File: config.mk
export PLATFORM = sky130hd
export DESIGN_NAME = conv2d_frame_sequencer
export DESIGN_NICKNAME = d
export VERILOG_FILES = /design/src/rtl/conv2d_pkg.sv /design/src/rtl/conv2d_beat_counter.sv /design/src/rtl/conv2d_frame_sequencer.sv
export SDC_FILE = /design/constraint.sdc
export NUM_CORES = 1
export LEC_CHECK = 0
export CORE_ASPECT_RATIO = 0.7
export CORE_MARGIN = 2
export CORE_UTILIZATION = 68
export DETAILED_ROUTE_END_ITERATION = 8
export DONT_BUFFER_PORTS = 1
export PLACE_DENSITY = 0.85
export SLEW_MARGIN = 20
export SYNTH_ARGS = -nofsm -noshare
export SYNTH_HDL_FRONTEND = slang
export SYNTH_SLANG_ARGS = --single-unit
File: constraint.sdc
create_clock -name clk -period 4.9 [get_ports clk]
set_clock_uncertainty 0.15 [all_clocks]
set_input_delay 1.47 -clock clk [delete_from_list [all_inputs] [get_ports clk]]
set_output_delay 1.47 -clock clk [all_outputs]
set_load 0.005 [all_outputs]
File: src/rtl/conv2d_pkg.sv
// Shared constants and types for the conv2d frame sequencer and its counters.
package conv2d_pkg;

  localparam int FILTER_SIZE = 3;
  localparam int PIXEL_DATAW = 8;
  localparam int IMG_W       = 512;
  localparam int COEF_W      = FILTER_SIZE * FILTER_SIZE * PIXEL_DATAW;

  // Frame phases, in the order a frame walks through them.
  typedef enum logic [2:0] {
    IDLE  = 3'd0,
    KRST  = 3'd1,
    TOP   = 3'd2,
    ROWS  = 3'd3,
    BOT   = 3'd4,
    FLUSH = 3'd5,
    DONE  = 3'd6
  } seq_state_t;

  // Full 3x3 coefficient set as presented to the kernel.
  typedef logic [COEF_W-1:0] coef_vec_t;

endpackage

File: src/rtl/conv2d_beat_counter.sv
// Generic up-counter with synchronous clear and a terminal-value compare.
// Clear has priority over increment so a wrap and a restart never collide.
module conv2d_beat_counter #(
  parameter int WIDTH = 8
) (
  input  logic             clk,
  input  logic             reset,
  input  logic             clr,
  input  logic             en,
  input  logic [WIDTH-1:0] term,
  output logic [WIDTH-1:0] count,
  output logic             at_term
);
  import conv2d_pkg::*;

  logic [WIDTH-1:0] count_d;
  logic [WIDTH-1:0] count_q;

  // Next count: clear wins, otherwise step on enable, otherwise hold.
  always_comb begin
    count_d = count_q;
    if (clr) begin
      count_d = '0;
    end else if (en) begin
      count_d = count_q + WIDTH'(1);
    end else begin
      count_d = count_q;
    end
  end

  // Count register with synchronous reset.
  always_ff @(posedge clk) begin
    if (reset) begin
      count_q <= '0;
    end else begin
      count_q <= count_d;
    end
  end

  assign count   = count_q;
  assign at_term = (count_q == term);

endmodule

File: src/rtl/conv2d_frame_sequencer.sv
// Frame-level controller in front of the streaming 3x3 convolution kernel.
// Wraps each raw frame in a one-pixel zero border, holds the coefficients
// for the whole frame, pulses the kernel reset at frame start and pushes
// zero flush beats until every output pixel has been seen leaving the kernel.
module conv2d_frame_sequencer #(
  parameter int IMG_W       = conv2d_pkg::IMG_W,
  parameter int ROW_W       = 10,
  parameter int PIXEL_DATAW = conv2d_pkg::PIXEL_DATAW,
  parameter int KRST_CYCLES = 2,
  parameter int FLUSH_MAX   = 8
) (
  input  logic                                 clk,
  input  logic                                 reset,
  input  logic                                 start,
  input  logic [ROW_W-1:0]                     cfg_height,
  input  logic [conv2d_pkg::FILTER_SIZE*conv2d_pkg::FILTER_SIZE*PIXEL_DATAW-1:0] cfg_f,
  output logic                                 busy,
  output logic                                 frame_done,
  output logic                                 err_flush,
  input  logic                                 s_valid,
  output logic                                 s_ready,
  input  logic [PIXEL_DATAW-1:0]               s_x,
  output logic                                 k_reset,
  output logic [conv2d_pkg::FILTER_SIZE*conv2d_pkg::FILTER_SIZE*PIXEL_DATAW-1:0] k_f,
  output logic                                 k_valid,
  input  logic                                 k_ready,
  output logic [PIXEL_DATAW-1:0]               k_x,
  input  logic                                 mon_valid,
  input  logic                                 mon_ready
);
  import conv2d_pkg::*;

  localparam int KF_W  = FILTER_SIZE * FILTER_SIZE * PIXEL_DATAW;
  localparam int COL_W = $clog2(IMG_W + 2);
  localparam int FL_W  = $clog2(FLUSH_MAX + 1);
  localparam int OUT_W = $clog2(IMG_W * (2 ** ROW_W)) + 1;
  localparam int KC_W  = (KRST_CYCLES > 1) ? $clog2(KRST_CYCLES) : 1;

  // Registered frame state.
  seq_state_t       state_d, state_q;
  logic [KC_W-1:0]  krst_d, krst_q;
  logic [ROW_W-1:0] row_d, row_q;
  logic [ROW_W-1:0] h_d, h_q;
  logic [KF_W-1:0]  kf_d, kf_q;
  logic             err_d, err_q;
  logic             frame_done_d, frame_done_q;

  // Combinational helpers.
  logic             accept_s;
  logic             busy_s;
  logic             xfer_s;
  logic             col_pad_s;
  logic [COL_W-1:0] col_cnt_s;
  logic             col_last_s;
  logic [FL_W-1:0]  flush_cnt_s;
  logic             flush_last_s;
  logic [OUT_W-1:0] out_cnt_s;
  logic [OUT_W-1:0] wh_s;
  logic             out_full_s;
  logic             out_en_s;

  assign busy_s    = (state_q != IDLE);
  assign xfer_s    = k_valid && k_ready;
  assign col_pad_s = (col_cnt_s == '0) || col_last_s;
  assign wh_s      = OUT_W'(IMG_W) * OUT_W'(h_q);
  assign out_en_s  = busy_s && mon_valid && mon_ready && !out_full_s;

  // Column position inside the padded row; wraps on the right-pad transfer.
  conv2d_beat_counter #(.WIDTH(COL_W)) u_col_cnt (
    .clk     (clk),
    .reset   (reset),
    .clr     (accept_s || (xfer_s && col_last_s)),
    .en      (xfer_s),
    .term    (COL_W'(IMG_W + 1)),
    .count   (col_cnt_s),
    .at_term (col_last_s)
  );

  // Flush beats already sent in this frame.
  conv2d_beat_counter #(.WIDTH(FL_W)) u_flush_cnt (
    .clk     (clk),
    .reset   (reset),
    .clr     (accept_s),
    .en      (xfer_s && (state_q == FLUSH)),
    .term    (FL_W'(FLUSH_MAX)),
    .count   (flush_cnt_s),
    .at_term (flush_last_s)
  );

  // Output pixels seen leaving the kernel; saturates at W*H.
  conv2d_beat_counter #(.WIDTH(OUT_W)) u_out_cnt (
    .clk     (clk),
    .reset   (reset),
    .clr     (accept_s),
    .en      (out_en_s),
    .term    (wh_s),
    .count   (out_cnt_s),
    .at_term (out_full_s)
  );

  // Kernel-side beat generation: zero pads, pass-through pixels, flush zeros.
  always_comb begin
    k_valid = 1'b0;
    k_x     = '0;
    s_ready = 1'b0;
    case (state_q)
      TOP, BOT: begin
        k_valid = 1'b1;
      end
      ROWS: begin
        if (col_pad_s) begin
          k_valid = 1'b1;
        end else begin
          k_valid = s_valid;
          k_x     = s_x;
          s_ready = k_ready;
        end
      end
      FLUSH: begin
        k_valid = !out_full_s && (flush_cnt_s < FL_W'(FLUSH_MAX));
      end
      default: begin
        k_valid = 1'b0;
      end
    endcase
  end

  // Frame FSM next-state, configuration latch and error flag.
  always_comb begin
    state_d      = state_q;
    krst_d       = krst_q;
    row_d        = row_q;
    h_d          = h_q;
    kf_d         = kf_q;
    err_d        = err_q;
    accept_s     = 1'b0;
    frame_done_d = out_en_s && (out_cnt_s == (wh_s - OUT_W'(1)));
    case (state_q)
      IDLE: begin
        if (start && (cfg_height != '0)) begin
          accept_s = 1'b1;
          h_d      = cfg_height;
          kf_d     = cfg_f;
          err_d    = 1'b0;
          krst_d   = '0;
          row_d    = '0;
          state_d  = KRST;
        end else begin
          state_d  = IDLE;
        end
      end
      KRST: begin
        if (krst_q == KC_W'(KRST_CYCLES - 1)) begin
          krst_d  = '0;
          state_d = TOP;
        end else begin
          krst_d  = krst_q + KC_W'(1);
        end
      end
      TOP: begin
        if (xfer_s && col_last_s) begin
          state_d = ROWS;
        end else begin
          state_d = TOP;
        end
      end
      ROWS: begin
        if (xfer_s && col_last_s) begin
          if (row_q == (h_q - ROW_W'(1))) begin
            row_d   = '0;
            state_d = BOT;
          end else begin
            row_d   = row_q + ROW_W'(1);
          end
        end else begin
          state_d = ROWS;
        end
      end
      BOT: begin
        if (xfer_s && col_last_s) begin
          state_d = FLUSH;
        end else begin
          state_d = BOT;
        end
      end
      FLUSH: begin
        if (out_full_s) begin
          state_d = DONE;
        end else if (flush_last_s) begin
          err_d   = 1'b1;
          state_d = DONE;
        end else begin
          state_d = FLUSH;
        end
      end
      DONE: begin
        state_d = IDLE;
      end
      default: begin
        state_d = IDLE;
      end
    endcase
  end

  // State and configuration registers; reset drops straight back to IDLE.
  always_ff @(posedge clk) begin
    if (reset) begin
      state_q      <= IDLE;
      krst_q       <= '0;
      row_q        <= '0;
      h_q          <= '0;
      kf_q         <= '0;
      err_q        <= 1'b0;
      frame_done_q <= 1'b0;
    end else begin
      state_q      <= state_d;
      krst_q       <= krst_d;
      row_q        <= row_d;
      h_q          <= h_d;
      kf_q         <= kf_d;
      err_q        <= err_d;
      frame_done_q <= frame_done_d;
    end
  end

  assign busy       = busy_s;
  assign frame_done = frame_done_q;
  assign err_flush  = err_q;
  assign k_f        = kf_q;
  assign k_reset    = reset || (state_q == KRST);

endmodule

==> impl_metrics.tcl, run 1 <==
set metrics [dict create \
    status "finished, final reports clean" \
    yosys.area_share.adder 0.0221 \
    min_path_type "reg2reg" \
    antenna_found_initial 0 \
    num_vias 5578 \
    grt_usage 0.310 \
    rsz0062_at_grt "no" \
    drv_slew 0 \
    hold_viol 0 \
    wl_per_cell_um 17.0 \
    postCtsResizedCells 0 \
    row_count 29 \
    r2r_cells 7 \
    cp-end-kind "primary output" \
    setup.worst_path.start "h_q[2]" \
    io_pins 183 \
    clock_sinks 132 \
    clock.fmax_ghz 0.232 \
    synthMuxAreaShare 0.00161 \
    reg2reg_from "state_q[0]" \
    synth_simple_gate_area_frac 0.256 \
    seq_area_frac_synth 0.425 \
    via_per_inst 6.16 \
    setup_tns_ps 0 \
    cts_max_level 4 \
    crit_slowest_cell "or4_1" \
    drive_gt1_frac 0.0703 \
    fill_cells 638 \
    synth.most_common_cell "nand2_1" \
    path_common_cell "or4_1" \
    dp_hpwl_mm 10.6 \
    ys_ff_latch 132 \
    antenna_left 0 \
    holdPathEnd "k_f[15]" \
    fp.dieH_um 84.0 \
    cts_setup_buffers 0 \
    r2r_setup_slack_ps 1790 \
    yosys_warnings 0 \
    regArea_sq_um 2640 \
    cp_data_required_time_ps 3280 \
    synthXorXnorAreaFrac 0.0720 \
    grt_remaining_overflow 0 \
    path_max_fanout 8 \
    synth_top_area_share 0.425 \
    relSlewSlack 0.404 \
    hold_depth 2 \
    pwr_density_cell_nw_per_um2 472 \
    syn_area_sq_um 6220 \
    cts_tree "yes" \
    grt_max_degree 104 \
    pre_cts_slack_ps 1130 \
    ir_drop_mv 0.301 \
    io_buffer_count 0 \
    wirelength_mm 15.4 \
    path_clk_slew_ps 60 \
    fin_nets 877 \
    fin_ws_ps 582 \
    clockRootBuffer "clkbuf_16" \
    grt_pass1_vias 5220 \
    synth_top_family_by_area "simple AND/OR/NAND/NOR gates" \
    grt_first_pass_wirelength_mm 24.9 \
    critical_path_class "reg2out" \
    dieArea_sq_um 9940 \
    start_util 0.694 \
    areaGrowthSynthToFinish_pct 10.9 \
    max_stage_delay_ps 600 \
    r2r_end "state_q[0]" \
    min_period_over_period 0.881 \
    multi_input_area_sq_um 3310 \
    path_buf_inv 0 \
    drc_errors 0 \
    routabilityCongestion 0.955 \
    synth-async-reset-ratio 0 \
    netlist_instances 788 \
    hold_buffers 0 \
    synthDistinctLibCells 59 \
    worstPathCellList "xor2_1, or4_1, or4_1, nor2b_1, a211oi_1, nor2_1" \
    leakage_nw 2.35 \
    hp-start "k_f[15]" \
    core_sq_um 8960 \
    clock_path_buffers 2 \
    yosysTopAreaCell "dfxtp_1" \
    diodes 0 \
    die_x_um 118 \
    synth_common_cells "nand2_1 (194), dfxtp_1 (132), a21oi_1 (114)" \
    syn_avg_cell_area_sq_um 7.89 \
    worstPathArrival_ps 2700 \
    maxCapViolCount 0 \
    critPathLaunchType "flip-flop" \
    clock_latency_ps 420 \
    first_pass_iters 7 \
    setup_violations 0 \
    ys.flop_type "dfxtp_1" \
    max_slew.worst_pin.slew_ps 894 \
    yosys-top-cells-area "dfxtp_1 (42%), nand2_1 (12%), a21oi_1 (9.2%)" \
    min_period_ps 4320 \
    final_util 0.770 \
    cp_top_family "simple AND/OR/NAND/NOR gates" \
    synth-edff-count 0 \
    synth_nets 896 \
    drtIter0Drc 393 \
    synth_compound_area_frac 0.178 \
    cts_made_buffers 17 \
]
## cells in the final DEF (no fill, tap or decap), types with 9 or more instances in the layout
cell type | synthesis | layout
xnor2_1 | 37 | 37
clkbuf_16 | 0 | 17
dfxtp_1 | 132 | 132
a211oi_1 | 14 | 14
a21oi_1 | 114 | 114
o21ai_0 | 14 | 14
or4_1 | 13 | 13
nor2_1 | 31 | 31
xor2_1 | 9 | 9
and2_1 | 12 | 12
nand3_1 | 22 | 22
or3_1 | 17 | 17
ha_1 | 11 | 11
nand2_1 | 194 | 194
inv_1 | 25 | 25
## kinds of logic (layout without fill, tap and decap cells)
kind of cell | after synthesis | count (layout)
simple gates | 340 | 340
compound gates | 185 | 185
flops | 132 | 132
buf+inv | 71 | 65
xor+xnor | 48 | 48
fa+ha+maj | 11 | 11
mux | 1 | 1
## layout make-up
class | count | share of cell area
inverters | 25 | 0.0136
clock buffers | 17 | 0.0617
clock inverters | 15 | 0.0299
multi-input cells | 585 | 0.481
repair buffers | 8 | 0.00871
well taps | 124 | 0.0225
flip-flops and latches | 132 | 0.383
## per-layer routing
metal / global-route usage / part of all wire
met3: 0.0847 / 0.094
met5: 0 / 0
met4: 0.133 / 0.021
met1: 0.381 / 0.40
met2: 0.513 / 0.48
## power breakdown
part | internal, mW | leakage (nW) | switching (mW) | total (mW)
combinational | 0.224 | 0.963 | 0.393 | 0.617
sequential | 1.18 | 1.08 | 0.105 | 1.28
clock | 0.856 | 0.309 | 0.498 | 1.35
## through the flow
stage	instance area (sq um)	total power, mW	cells	hold slack [ps]
6_report	6900	3.25	906	321
5_1_grt	6900	3.38	906	331
4_1_cts	6890	3.25	905	318
3_5_place_dp	6260	1.91	873	311
3_3_place_gp	6260	1.87	873	306
2_1_floorplan	6220	1.77	788	303
## registers in the layout, indices dropped and copies added (netlist names)
| register | flops |
|---|---|
| k_f | 72 |
| u_out_cnt.count | 20 |
| h_q | 10 |
| row_q | 10 |
| u_col_cnt.count | 10 |
| u_flush_cnt.count | 4 |
| state_q | 3 |
| err_flush | 1 |
| frame_done | 1 |
| krst_q | 1 |
## worst reg2reg max path, stage by stage (launching register included)
cell and delay [ps]:
dfxtp_1 390, or3_1 530, a311oi_4 830, buf_4 450, a31o_2 170, a21oi_1 40
a21boi_0 140, o311ai_0 320
## worst max-delay path by stage
stage | end | slack [ps] | cells after the start
after global placement | k_valid | 1140 | 6
after floorplan | k_valid | 1060 | 9
final | k_valid | 580 | 6
after global routing | k_valid | 460 | 6
after CTS | k_valid | 600 | 6
after detailed placement | k_valid | 1130 | 6
Note: power is estimated with default switching activity, not from simulation.
==> inputs of run 2 (changes only) <==
Settings changed: CAP_MARGIN from default to 10.
==> results of run 2 <==
No change in the layout: final DEF, timing and power equal those of run 1.
==> inputs of run 3 (changes only) <==
==> constraint.sdc (replaced) <==
create_clock -name clk -period 4.9 [get_ports clk]
set_clock_uncertainty 0.15 [all_clocks]
set_input_delay 0.735 -clock clk [delete_from_list [all_inputs] [get_ports clk]]
set_output_delay 0.735 -clock clk [all_outputs]
set_load 0.005 [all_outputs]
==> impl_metrics.tcl, run 3 (synthesized netlist as in run 1, its figures left out) <==
set metrics [dict create \
    status "finished, final reports clean" \
    path_clk_slew_ps 60 \
    drc_errors 0 \
    placedCellCount 870 \
    crit_slowest_cell "or4_1" \
    final_common_cell "nand2_1" \
    wirelength_mm 15.0 \
    row_count 29 \
    max_stage_delay_ps 800 \
    path_common_cell "or4_1" \
    min_period_over_period 0.776 \
    antenna_found_initial 0 \
    setup_violations 0 \
    cp_data_required_time_ps 4010 \
    grt_usage 0.305 \
    final_util 0.767 \
    relSlewSlack 0.369 \
    cts_made_buffers 17 \
    p_seq_frac 0.396 \
    clock_path_buffers 2 \
    comb_power_share 0.183 \
    dp_hpwl_mm 10.2 \
    max_slew.worst_pin.slew_ps 947 \
    antenna_left 0 \
    grt_pass1_vias 5065 \
    total_power_mw 3.24 \
    grt_max_degree 104 \
    drv_slew 0 \
    cp-end-kind "primary output" \
    p_sw_mw 0.981 \
    wl_per_cell_um 16.6 \
    critical_path_class "reg2out" \
    io_pins 183 \
    critPathLaunchType "flip-flop" \
    start_util 0.694 \
    worstPathArrival_ps 2920 \
    clock_sinks 132 \
    drtIter0Drc 563 \
    pwr_density_cell_nw_per_um2 472 \
    num_vias 5446 \
    grt_first_pass_wirelength_mm 24.6 \
    fin_nets 873 \
    min_path_type "in2reg" \
    dieArea_sq_um 9940 \
    setup_tns_ps 0 \
    die_x_um 118 \
    io_buffer_count 0 \
    diodes 0 \
    clock_latency_ps 420 \
    worstPathCellList "xor2_1, or4_1, or4_1, nor2b_1, a211oi_1, nor2_1" \
    min_period_ps 3800 \
    routabilityCongestion 0.926 \
    postCtsResizedCells 0 \
    grt_remaining_overflow 0 \
    ir_drop_mv 0.347 \
    cts_setup_buffers 0 \
    areaGrowthSynthToFinish_pct 10.5 \
    via_per_inst 6.04 \
    p_clk_frac 0.421 \
    hold_viol 0 \
    clock.fmax_ghz 0.263 \
    swShare 0.303 \
    drive_gt1_frac 0.0656 \
    maxCapViolCount 0 \
    clockRootBuffer "clkbuf_16" \
    leakage_nw 2.33 \
    first_pass_iters 5 \
    fill_cells 607 \
    final_cell_mix "nand2_1 (194), dfxtp_1 (132), a21oi_1 (114), xnor2_1 (37), nor2_1 (31)" \
    fp.dieH_um 84.0 \
    cts_tree "yes" \
    core_sq_um 8960 \
    hold_buffers 0 \
    rsz0062_at_grt "no" \
    largest_reg_flops 72 \
    fin_cells 902 \
    p_int_mw 2.26 \
    cts_max_level 4 \
    path_max_fanout 16 \
]
-- run 3: changes by cell type in the layout (fill, tap and decap cells not counted), sizes merged --
cell | before | now
buf | 7 | 4
inv | 27 | 30
clkinv | 8 | 2
clkinvlp | 1 | 3
-- run 3: area by class of cell --
class | count | area [sq um] | area share
well taps | 124 | 155 | 0.0226
flip-flops and latches | 132 | 2640 | 0.384
clock inverters | 14 | 199 | 0.0289
multi-input cells | 585 | 3310 | 0.482
inverters | 25 | 93.8 | 0.0137
clock buffers | 18 | 439 | 0.0639
repair buffers | 4 | 30.0 | 0.00437
-- run 3: power by group through the flow --
stage / combinational, mW / sequential, mW / clock, mW
finish: 0.593 / 1.28 / 1.36
global route: 0.660 / 1.29 / 1.41
CTS: 0.590 / 1.28 / 1.37
detailed placement: 0.583 / 1.30 / 0
global placement: 0.553 / 1.30 / 0
floorplan: 0.513 / 1.26 / 0
-- run 3: worst paths after layout --
check / end / cells past startpoint / startpoint / slack [ps]
max: k_valid / 6 / h_q[2] / 1100
min: k_f[70] / 1 / reset / 230
max reg2reg: u_col_cnt.count[1] / 6 / h_q[2] / 1730
min reg2reg: k_f[17] / 2 / k_f[17] / 320
-- run 3: critical path: cells and delay by family (launching register included) --
family                    cells  cell delay (ps)
DFF                           1              490
and+or+nand+nor               4             1600
AOI/OAI and AO/OA             1              260
xor gates and xnor gates      1              150
-- run 3: per-stage QoR --
stage | worst slack [ps] | instance area [sq um] | hold slack, ps
after global placement | 1550 | 6240 | 306
after detailed placement | 1360 | 6240 | 311
final | 1100 | 6870 | 232
after global routing | 943 | 6870 | 228
after CTS | 1130 | 6870 | 224
after floorplan | 1790 | 6220 | 303
-- run 3: metal layers --
metal,wire length [um],track usage,up-vias
li1,-,-,2667
met1,6280,0.386,2526
met2,7280,0.499,235
met3,1290,0.0854,18
met4,152,0.111,0
met5,0,0,-
